## config.mk

```make
export PLATFORM = sky130hd
export DESIGN_NAME = square_wave_meas_ctrl
export DESIGN_NICKNAME = d
export VERILOG_FILES = /design/src/rtl/square_wave_meas_ctrl_pkg.sv /design/src/rtl/square_wave_meas_ctrl_edge_sync.sv /design/src/rtl/square_wave_meas_ctrl.sv
export SDC_FILE = /design/constraint.sdc
export NUM_CORES = 1
export LEC_CHECK = 0
export BUFFER_PORTS_ARGS = -buffer_cell sky130_fd_sc_hd__buf_2
export CAP_MARGIN = 20
export CELL_PAD_IN_SITES_DETAIL_PLACEMENT = 1
export CELL_PAD_IN_SITES_GLOBAL_PLACEMENT = 1
export CORE_MARGIN = 4
export CORE_UTILIZATION = 47
export CTS_BUF_LIST = sky130_fd_sc_hd__clkbuf_2 sky130_fd_sc_hd__clkbuf_4 sky130_fd_sc_hd__clkbuf_8
export DETAILED_ROUTE_END_ITERATION = 8
export GPL_TIMING_DRIVEN = 0
export HOLD_SLACK_MARGIN = 0.03
export PLACE_DENSITY_LB_ADDON = 0.1
export SLEW_MARGIN = 20
export SYNTH_ARGS = -nofsm -noshare
export SYNTH_HDL_FRONTEND = slang
export SYNTH_HIERARCHICAL = 1
export SYNTH_SLANG_ARGS = --single-unit
```

## constraint.sdc

```tcl
create_clock -name sys_clk -period 4.6 [get_ports sys_clk]
set_input_delay 0.23 -clock sys_clk [delete_from_list [all_inputs] [get_ports sys_clk]]
set_output_delay 0.23 -clock sys_clk [all_outputs]
set_load 0.03 [all_outputs]
```

## src/rtl/square_wave_meas_ctrl_pkg.sv

```systemverilog
// rtl/square_wave_meas_ctrl_pkg.sv - shared types and constants for the square-wave measurement sequencer
package square_wave_meas_ctrl_pkg;

    localparam int CNT_W_DEF   = 32;
    localparam int ERR_TIMEOUT = 0;
    localparam int ERR_SAT     = 1;

    typedef enum logic [2:0] {
        ST_IDLE   = 3'd0,
        ST_SELECT = 3'd1,
        ST_ARM    = 3'd2,
        ST_GATE   = 3'd3,
        ST_CLOSE  = 3'd4,
        ST_DONE   = 3'd5
    } meas_state_t;

    // Round-robin pick: first enabled channel after the one served last.
    function automatic logic next_ch(input logic [1:0] en, input logic last);
        if (last) begin
            return en[0] ? 1'b0 : 1'b1;
        end
        return en[1] ? 1'b1 : 1'b0;
    endfunction

endpackage

```

## src/rtl/square_wave_meas_ctrl_edge_sync.sv

```systemverilog
// rtl/square_wave_meas_ctrl_edge_sync.sv - 2-FF synchronizer with delayed sample and rising-edge pulse
module square_wave_meas_ctrl_edge_sync (
    input  logic i_clk,
    input  logic i_rst_n,
    input  logic i_wave,
    output logic o_level,
    output logic o_rise
);

    logic r_s1;
    logic r_s2;
    logic r_sd;

    always_ff @(posedge i_clk or negedge i_rst_n) begin
        if (!i_rst_n) begin
            r_s1 <= 1'b0;
            r_s2 <= 1'b0;
            r_sd <= 1'b0;
        end else begin
            r_s1 <= i_wave;
            r_s2 <= r_s1;
            r_sd <= r_s2;
        end
    end

    assign o_level = r_s2;
    assign o_rise  = r_s2 & ~r_sd;

endmodule

```

## src/rtl/square_wave_meas_ctrl.sv

```systemverilog
// rtl/square_wave_meas_ctrl.sv - two-channel equal-precision frequency/duty measurement sequencer
module square_wave_meas_ctrl
    import square_wave_meas_ctrl_pkg::*;
#(
    parameter int SYS_CLK_FREQ   = 50_000_000,
    parameter int CNT_W          = CNT_W_DEF,
    parameter int TIMEOUT_CYCLES = SYS_CLK_FREQ
) (
    input  logic             sys_clk,
    input  logic             sys_rst_n,
    input  logic [1:0]       wave_in,
    input  logic [1:0]       ch_en,
    input  logic [CNT_W-1:0] gate_cycles,
    input  logic             start,
    input  logic             cont,
    output logic             busy,
    output logic             done,
    output logic             result_ch,
    output logic [CNT_W-1:0] result_edges,
    output logic [CNT_W-1:0] result_ref,
    output logic [CNT_W-1:0] result_high,
    output logic [1:0]       result_err
);

    localparam logic [CNT_W-1:0] TMO_LAST = CNT_W'(TIMEOUT_CYCLES - 1);

    logic [1:0]       w_level;
    logic [1:0]       w_rise_ch;
    logic             w_rise;
    logic             w_lvl;
    logic             w_next;
    logic [CNT_W-1:0] w_ref_nx;
    logic [CNT_W-1:0] w_edge_nx;
    logic [CNT_W-1:0] w_high_nx;
    logic             w_sat;
    logic [CNT_W-1:0] w_gate_init;

    meas_state_t      r_state;
    logic             r_busy;
    logic             r_done;
    logic             r_sel;
    logic             r_last;
    logic [CNT_W-1:0] r_tmo;
    logic [CNT_W-1:0] r_gate_tmr;
    logic [CNT_W-1:0] r_ref;
    logic [CNT_W-1:0] r_edge;
    logic [CNT_W-1:0] r_high;
    logic             r_res_ch;
    logic [CNT_W-1:0] r_res_edges;
    logic [CNT_W-1:0] r_res_ref;
    logic [CNT_W-1:0] r_res_high;
    logic [1:0]       r_res_err;

    for (genvar g = 0; g < 2; g++) begin : g_sync
        square_wave_meas_ctrl_edge_sync u_sync (
            .i_clk   (sys_clk),
            .i_rst_n (sys_rst_n),
            .i_wave  (wave_in[g]),
            .o_level (w_level[g]),
            .o_rise  (w_rise_ch[g])
        );
    end

    assign w_rise = r_sel ? w_rise_ch[1] : w_rise_ch[0];
    assign w_lvl  = r_sel ? w_level[1]   : w_level[0];
    assign w_next = next_ch(ch_en, r_last);

    // Counters stick at all-ones instead of wrapping.
    assign w_ref_nx  = (&r_ref) ? r_ref : r_ref + 1'b1;
    assign w_edge_nx = (w_rise && !(&r_edge)) ? r_edge + 1'b1 : r_edge;
    assign w_high_nx = (w_lvl && !(&r_high)) ? r_high + 1'b1 : r_high;
    assign w_sat     = (&w_ref_nx) | (&w_edge_nx) | (&w_high_nx);

    assign w_gate_init = (gate_cycles == '0) ? CNT_W'(1) : gate_cycles;

    always_ff @(posedge sys_clk or negedge sys_rst_n) begin
        if (!sys_rst_n) begin
            r_state     <= ST_IDLE;
            r_busy      <= 1'b0;
            r_done      <= 1'b0;
            r_sel       <= 1'b0;
            r_last      <= 1'b1;
            r_tmo       <= '0;
            r_gate_tmr  <= '0;
            r_ref       <= '0;
            r_edge      <= '0;
            r_high      <= '0;
            r_res_ch    <= 1'b0;
            r_res_edges <= '0;
            r_res_ref   <= '0;
            r_res_high  <= '0;
            r_res_err   <= 2'b00;
        end else begin
            r_done <= 1'b0;
            case (r_state)
                ST_IDLE: begin
                    if (start && ch_en != 2'b00) begin
                        r_state <= ST_SELECT;
                        r_busy  <= 1'b1;
                    end
                end
                ST_SELECT: begin
                    if (ch_en == 2'b00) begin
                        r_state <= ST_IDLE;
                        r_busy  <= 1'b0;
                    end else begin
                        r_sel   <= w_next;
                        r_last  <= w_next;
                        r_tmo   <= '0;
                        r_state <= ST_ARM;
                    end
                end
                ST_ARM: begin
                    if (w_rise) begin
                        r_ref      <= '0;
                        r_edge     <= '0;
                        r_high     <= '0;
                        r_gate_tmr <= w_gate_init;
                        r_state    <= ST_GATE;
                    end else if (r_tmo == TMO_LAST) begin
                        r_res_ch    <= r_sel;
                        r_res_edges <= '0;
                        r_res_ref   <= '0;
                        r_res_high  <= '0;
                        r_res_err   <= 2'b01;
                        r_done      <= 1'b1;
                        r_state     <= ST_DONE;
                    end else begin
                        r_tmo <= r_tmo + 1'b1;
                    end
                end
                ST_GATE: begin
                    r_ref      <= w_ref_nx;
                    r_edge     <= w_edge_nx;
                    r_high     <= w_high_nx;
                    r_gate_tmr <= r_gate_tmr - 1'b1;
                    // Last gate clock: a rise here closes on the spot, otherwise wait for one.
                    if (r_gate_tmr == CNT_W'(1)) begin
                        if (w_rise) begin
                            r_res_ch                 <= r_sel;
                            r_res_edges              <= w_edge_nx;
                            r_res_ref                <= w_ref_nx;
                            r_res_high               <= w_high_nx;
                            r_res_err[ERR_SAT]       <= w_sat;
                            r_res_err[ERR_TIMEOUT]   <= 1'b0;
                            r_done                   <= 1'b1;
                            r_state                  <= ST_DONE;
                        end else begin
                            r_tmo   <= '0;
                            r_state <= ST_CLOSE;
                        end
                    end
                end
                ST_CLOSE: begin
                    r_ref  <= w_ref_nx;
                    r_edge <= w_edge_nx;
                    r_high <= w_high_nx;
                    if (w_rise || r_tmo == TMO_LAST) begin
                        r_res_ch               <= r_sel;
                        r_res_edges            <= w_edge_nx;
                        r_res_ref              <= w_ref_nx;
                        r_res_high             <= w_high_nx;
                        r_res_err[ERR_SAT]     <= w_sat;
                        r_res_err[ERR_TIMEOUT] <= ~w_rise;
                        r_done                 <= 1'b1;
                        r_state                <= ST_DONE;
                    end else begin
                        r_tmo <= r_tmo + 1'b1;
                    end
                end
                ST_DONE: begin
                    if (cont) begin
                        r_state <= ST_SELECT;
                    end else begin
                        r_state <= ST_IDLE;
                        r_busy  <= 1'b0;
                    end
                end
                default: begin
                    r_state <= ST_IDLE;
                    r_busy  <= 1'b0;
                end
            endcase
        end
    end

    assign busy         = r_busy;
    assign done         = r_done;
    assign result_ch    = r_res_ch;
    assign result_edges = r_res_edges;
    assign result_ref   = r_res_ref;
    assign result_high  = r_res_high;
    assign result_err   = r_res_err;

endmodule

```

* Word-level counts from Yosys, hierarchy flattened
Cells that the tools add are included.
** Storage, ports and cells
- Bits in registers :: 272
- Output and inout bits :: 101
- Input port bits :: 40
** Operators by class
- Eq/ne operators :: 21
- $add $sub $neg :: 5
- Reductions and logical operators :: 29
- Bitwise gates (word level) :: 9
- Muxes and demuxes :: 69
** Operators by type and width (count)
- 2-to-1 mux 32 bit :: 23
- case mux 32 bit (3 select lines) :: 3
- case mux 32 bit (2 select lines) :: 4
- AND reduction 32 bit :: 6
- adder 32 x 1 -> 32 bit (second input constant) :: 4
- case mux 32 bit (4 select lines) :: 1
- == test 32 x 1 -> 1 bit (second input constant) :: 1
- == test 32 x 26 -> 1 bit (second input constant) :: 1
- zero test 32 bit :: 1
- subtractor 32 x 1 -> 32 bit (second input constant) :: 1
- inequality test 2 bit (second input constant) :: 13
- 2-to-1 mux 1 bit :: 22
- case mux 3 bit (6 select lines) :: 1
- 2-to-1 mux 3 bit :: 5
- 2-to-1 mux 2 bit :: 6
- AND reduction 4 bit :: 2
- AND reduction 7 bit :: 1
- == test 3 x 2 -> 1 bit (second input constant) :: 2
- == test 3 bit (second input constant) :: 2
- case mux 1 bit (3 select lines) :: 2
- case mux 2 bit (3 select lines) :: 1
- AND reduction 2 bit :: 3
- AND reduction 6 bit :: 1
- nonzero test 2 bit :: 3
- 15 further kinds :: 24

* Logic depth before layout (Yosys ltp)
- Depth after elaboration :: 11
- Mapped depth :: 13
- Mapped depth without buffers :: 10

* Cells and area by module
Netlist, hierarchy kept.
** By module, submodules not included
- square_wave_meas_ctrl :: times used 1, area an instance 14826.7 sq um, sequential area each 6657.6 sq um, cells an instance 1751
- square_wave_meas_ctrl_edge_sync :: times used 2, area an instance 88.8 sq um, sequential area each 75.1 sq um, cells an instance 4

* Worst setup path after synthesis
OpenSTA, ideal clock, no wires.
- Path type :: reg-to-reg
- Start point :: register r_ref[8]
- End point :: register r_res_err[1], in the netlist result_err[1]
- Period minus slack after synthesis :: 3.417 ns
- Arrival :: 3.351 ns
- Path buffers :: 1
- Cell stages (with the launch flop) :: 11
- Required time :: 4.534 ns
- Path slack :: 1.183 ns
- Cells stage by stage :: dfrtp_1 > buf_2 > nand4_4 > or4_4 > a2111oi_4 > or4b_1 > xor2_1 > or4_1 > or4_1 > nand3_1 > a31o_1
** On the way
- Longest elaborated chain between the ends :: 8
- Elaborated cells between the ends (all ways) :: 10
- Those cells by class :: 1 x add/sub; 5 x mux; 2 x bitwise; 2 x reduce/logical
** Ends and longest elaborated chain
- start, declared :: RTL line square_wave_meas_ctrl.sv:45 : logic [CNT_W-1:0] r_ref;
- start signal, assigned :: RTL line square_wave_meas_ctrl.sv:133 : r_ref <= w_ref_nx;
- start signal, assigned :: RTL line square_wave_meas_ctrl.sv:155 : r_ref <= w_ref_nx;
- adder 32 x 1 -> 32 bit or AND reduction 32 bit (tied branches) :: RTL line square_wave_meas_ctrl.sv:69 : assign w_ref_nx = (&r_ref) ? r_ref : r_ref + 1'b1;
- 2-to-1 mux 32 bit (*) :: RTL line square_wave_meas_ctrl.sv:69
- AND reduction 32 bit (*) :: RTL line square_wave_meas_ctrl.sv:72 : assign w_sat = (&w_ref_nx) | (&w_edge_nx) | (&w_high_nx);
- OR 1 bit (*) (2 in series) :: RTL line square_wave_meas_ctrl.sv:72
- 2-to-1 mux 2 bit :: RTL line square_wave_meas_ctrl.sv:139 : if (w_rise) begin
- 2-to-1 mux 2 bit :: RTL line square_wave_meas_ctrl.sv:138 : if (r_gate_tmr == CNT_W'(1)) begin
- case mux 2 bit (3 select lines) (*) :: RTL line square_wave_meas_ctrl.sv:95 : case (r_state)
- end signal, assigned by index :: RTL line square_wave_meas_ctrl.sv:144 : r_res_err[ERR_SAT] <= w_sat;
- end signal, assigned by index :: RTL line square_wave_meas_ctrl.sv:163 : r_res_err[ERR_SAT] <= w_sat;
- end signal, assigned by index :: RTL line square_wave_meas_ctrl.sv:164 : r_res_err[ERR_TIMEOUT] <= ~w_rise;
- end, declared :: RTL line square_wave_meas_ctrl.sv:52 : logic [1:0] r_res_err;
Every way passes the cells marked *; elsewhere a longest branch is shown, timed or not. The select of a mux whose other input is x is not followed.
A chain may end at the register's enable or synchronous reset.

* Worst setup path in the final report
- Start point :: register r_ref[0]
- End point :: register r_res_err[1], in the netlist result_err[1]
Same word-level chain as after synthesis.

==> results.json <==
{
  "maxCapViolCount": 0,
  "placedCellCount": 2304,
  "syn_inst": 1759,
  "place_area_um2": 16310,
  "route.met3.wl_um": 3926,
  "crit_type": "flip-flop to flip-flop",
  "fin_crit_sh_pct": 92.77,
  "finalClockSkew_ns": 0.01419,
  "io_pins": 141,
  "cts_buffer_depth": 3,
  "grt_max_degree": 81,
  "min_period_ns": 4.267,
  "die_h_um": 186.7,
  "clk_pin_slew_ns": 0.06,
  "io_buffer_count": 140,
  "fmax_ghz": 0.2343,
  "seq_area_frac_synth_pct": 45.37,
  "worstPathArrival_ns": 4.83,
  "post-route-cell-area_um2": 17790,
  "finalSetupViolCount": 0,
  "outcome": "completed",
  "cts_root_buffer": "clkbuf_8",
  "synth_ff_type": "dfrtp_1",
  "worst-path-max-fanout": 9,
  "drt-met1-wl_um": 24390,
  "coreArea_um2": 31560,
  "ant_nets": 0,
  "synth_top_area_cell": "dfrtp_1",
  "ys.warnings.count": 6,
  "yosys.area.top_type_share_pct": 45.20,
  "highest_layer": "met4",
  "hold_viol_final": 0,
  "syn_area_um2": 15000,
  "ys_types": 71,
  "vias_per_cell": 6.134,
  "endpoint_kind": "flip-flop",
  "drc": 0,
  "antenna_found_initial": 1,
  "leakage_uw": 0.007471,
  "die_area_um2": 34850,
  "drive_above_1_share_pct": 13.13,
  "cts_tree": "built",
  "fin_util_pct": 56.38,
  "wl_met2_um": 25720,
  "dp_hpwl_um": 39300,
  "fin_nets": 2039,
  "hold_path_class": "input pin to asynchronous set/reset pin",
  "fillers": 3846,
  "grt_pass1_vias": 15660,
  "crit_required_ns": 5.17,
  "power_density_nw_per_um2": 467.9,
  "htreeDepth": 2,
  "final_common_cell": "nand2_1",
  "dr_total_vias": 14900,
  "ys_async_sr_fraction_pct": 100.0,
  "dr.pass1.iters": 5,
  "synth-edff-count": 0,
  "final_cell_mix": "nand2_1, dfrtp_1, o21ai_0",
  "grt_use_total_pct": 31.68,
  "tightestPinTransition_ns": 1.102,
  "ir_worst_vdd_v": 0.0002081,
  "grt.overflow.total": 0,
  "ys_ff_latch": 272,
  "num_rows": 65,
  "clkSinkCount": 272,
  "rsz0062_at_grt": "no",
  "wl_per_cell_um": 22.93,
  "area_growth_syn_to_layout_pct": 18.57,
  "start_util_pct": 47.55,
  "clkLatencyLatePin_ns": 0.63,
  "synth_area_leaders": "dfrtp_1, o21ai_0, nand2_1",
  "tns_ns": 0,
  "wirelength_um": 55710,
  "slew_headroom_pct": 25.97,
  "cts_buffers": 50,
  "report.final.slew_viol_count": 0,
  "syn_avg_cell_area_um2": 8.530,
  "routabilityCongestion": 0.9318,
  "grt_pass1_wl_um": 88670,
  "start_kind": "flip-flop",
  "die_w_um": 186.7,
  "drt_iter0_drc": 1191,
  "layoutNonFillerInstCount": 2429,
  "holdWs_ns": 0.09752,
  "synth_nets": 1805
}
[Yosys cell counts, types with 7 or more instances]
library cell,count
a21oi_1,57
xnor2_1,66
nand3_1,80
xor2_1,46
o21ai_0,223
nor2_1,125
o22ai_1,19
a21o_1,9
and2_1,13
nor3b_1,8
nor4_1,37
a31oi_1,19
inv_1,17
and3_1,34
o31ai_1,44
a22o_1,8
or4_1,16
or3_1,13
nand4_1,43
nand2_1,297
clkbuf_1,112
nor3_1,54
nor4b_1,7
mux2i_1,14
dfrtp_1,271
and4_1,17
o211ai_1,7
[what timing repair did]
action / in CTS / in global routing
setup buffers: 0 / 0
hold buffers: 39 / 0
endpoints found under the hold margin: 232 / 0
resized for setup: 0 / 1
endpoints found under the setup margin: 0 / 1
[per-stage QoR]
stage / setup slack, ns / power (µW)
2_1_floorplan: 1.183 / 4484
3_3_place_gp: -1.917 / 5595
3_5_place_dp: 0.3497 / 5701
4_1_cts: 0.2961 / 8291
5_1_grt: 0.1081 / 8755
6_report: 0.3328 / 8325
[registers in the layout, summed over array words and instances, names as in the netlist]
name / cells
r_state: 3
result_edges: 32
r_ref: 32
r_sel: 1
result_ref: 32
result_err: 2
r_last: 1
r_high: 32
r_tmo: 32
busy: 1
result_ch: 1
done: 1
result_high: 32
r_gate_tmr: 32
g_sync.u_sync/r_s1: 2
r_edge: 32
g_sync.u_sync/o_level: 2
g_sync.u_sync/r_sd: 2
[cell type report]
class / count / area [µm²] / area share (%)
Antenna cell: 1 / 2.502 / 0.01407
Buffer: 120 / 462.9 / 2.602
Clock buffer: 73 / 917.1 / 5.155
Clock inverter: 12 / 145.1 / 0.8158
Inverter: 17 / 63.81 / 0.3587
Multi-Input combinational cell: 1350 / 7705 / 43.31
Sequential cell: 272 / 6808 / 38.27
Tap cell: 402 / 503.0 / 2.827
Timing Repair Buffer: 182 / 1184 / 6.653
[where the power goes]
group / switching, µW / internal [µW]
Combinational: 2170 / 710
Sequential: 291 / 2630
Clock: 1080 / 1440
[path summary, 6_finish.rpt]
check | start | to | slack, ns | depth (start not counted)
setup / recovery | r_ref[0] | result_err[1] | 0.33 | 11
hold / removal | sys_rst_n | r_gate_tmr[15] | 0.1 | 2
setup reg to reg | r_ref[0] | result_err[1] | 0.33 | 11
hold reg to reg | g_sync[1].u_sync/r_s1 | g_sync[1].u_sync/o_level | 0.36 | 0
max in group asynchronous | sys_rst_n | result_high[16] | 3.40 | 4
min in group sys_clk | start | busy | 0.10 | 5
[layer usage]
layer,global-route usage [%],vias up
li1,-,6788
met1,43.28,7469
met2,50.93,527
met3,6.397,115
met4,10.58,0
met5,0,-
[cell families after synthesis]
| group | Yosys count | share of synthesized area, % |
|---|---|---|
| compound gates | 434 | 17.24 |
| mux | 20 | 1.384 |
| buf+inv | 137 | 3.511 |
| xor+xnor | 112 | 6.538 |
| simple gates | 778 | 25.46 |
| fa+ha+maj | 6 | 0.5003 |
| flops | 272 | 45.37 |
[critical path, stage by stage (launching register included)]
cell	delay, ns
dfrtp_1	0.49
ha_1	0.35
nand3_1	0.36
or3_1	0.46
clkbuf_1	0.21
nor3_2	0.63
nor2_1	0.14
or4_1	0.56
a2111o_1	0.31
or4_1	0.42
nand3_1	0.14
a31o_1	0.13
No activity file was read; power rests on OpenSTA's default activity.
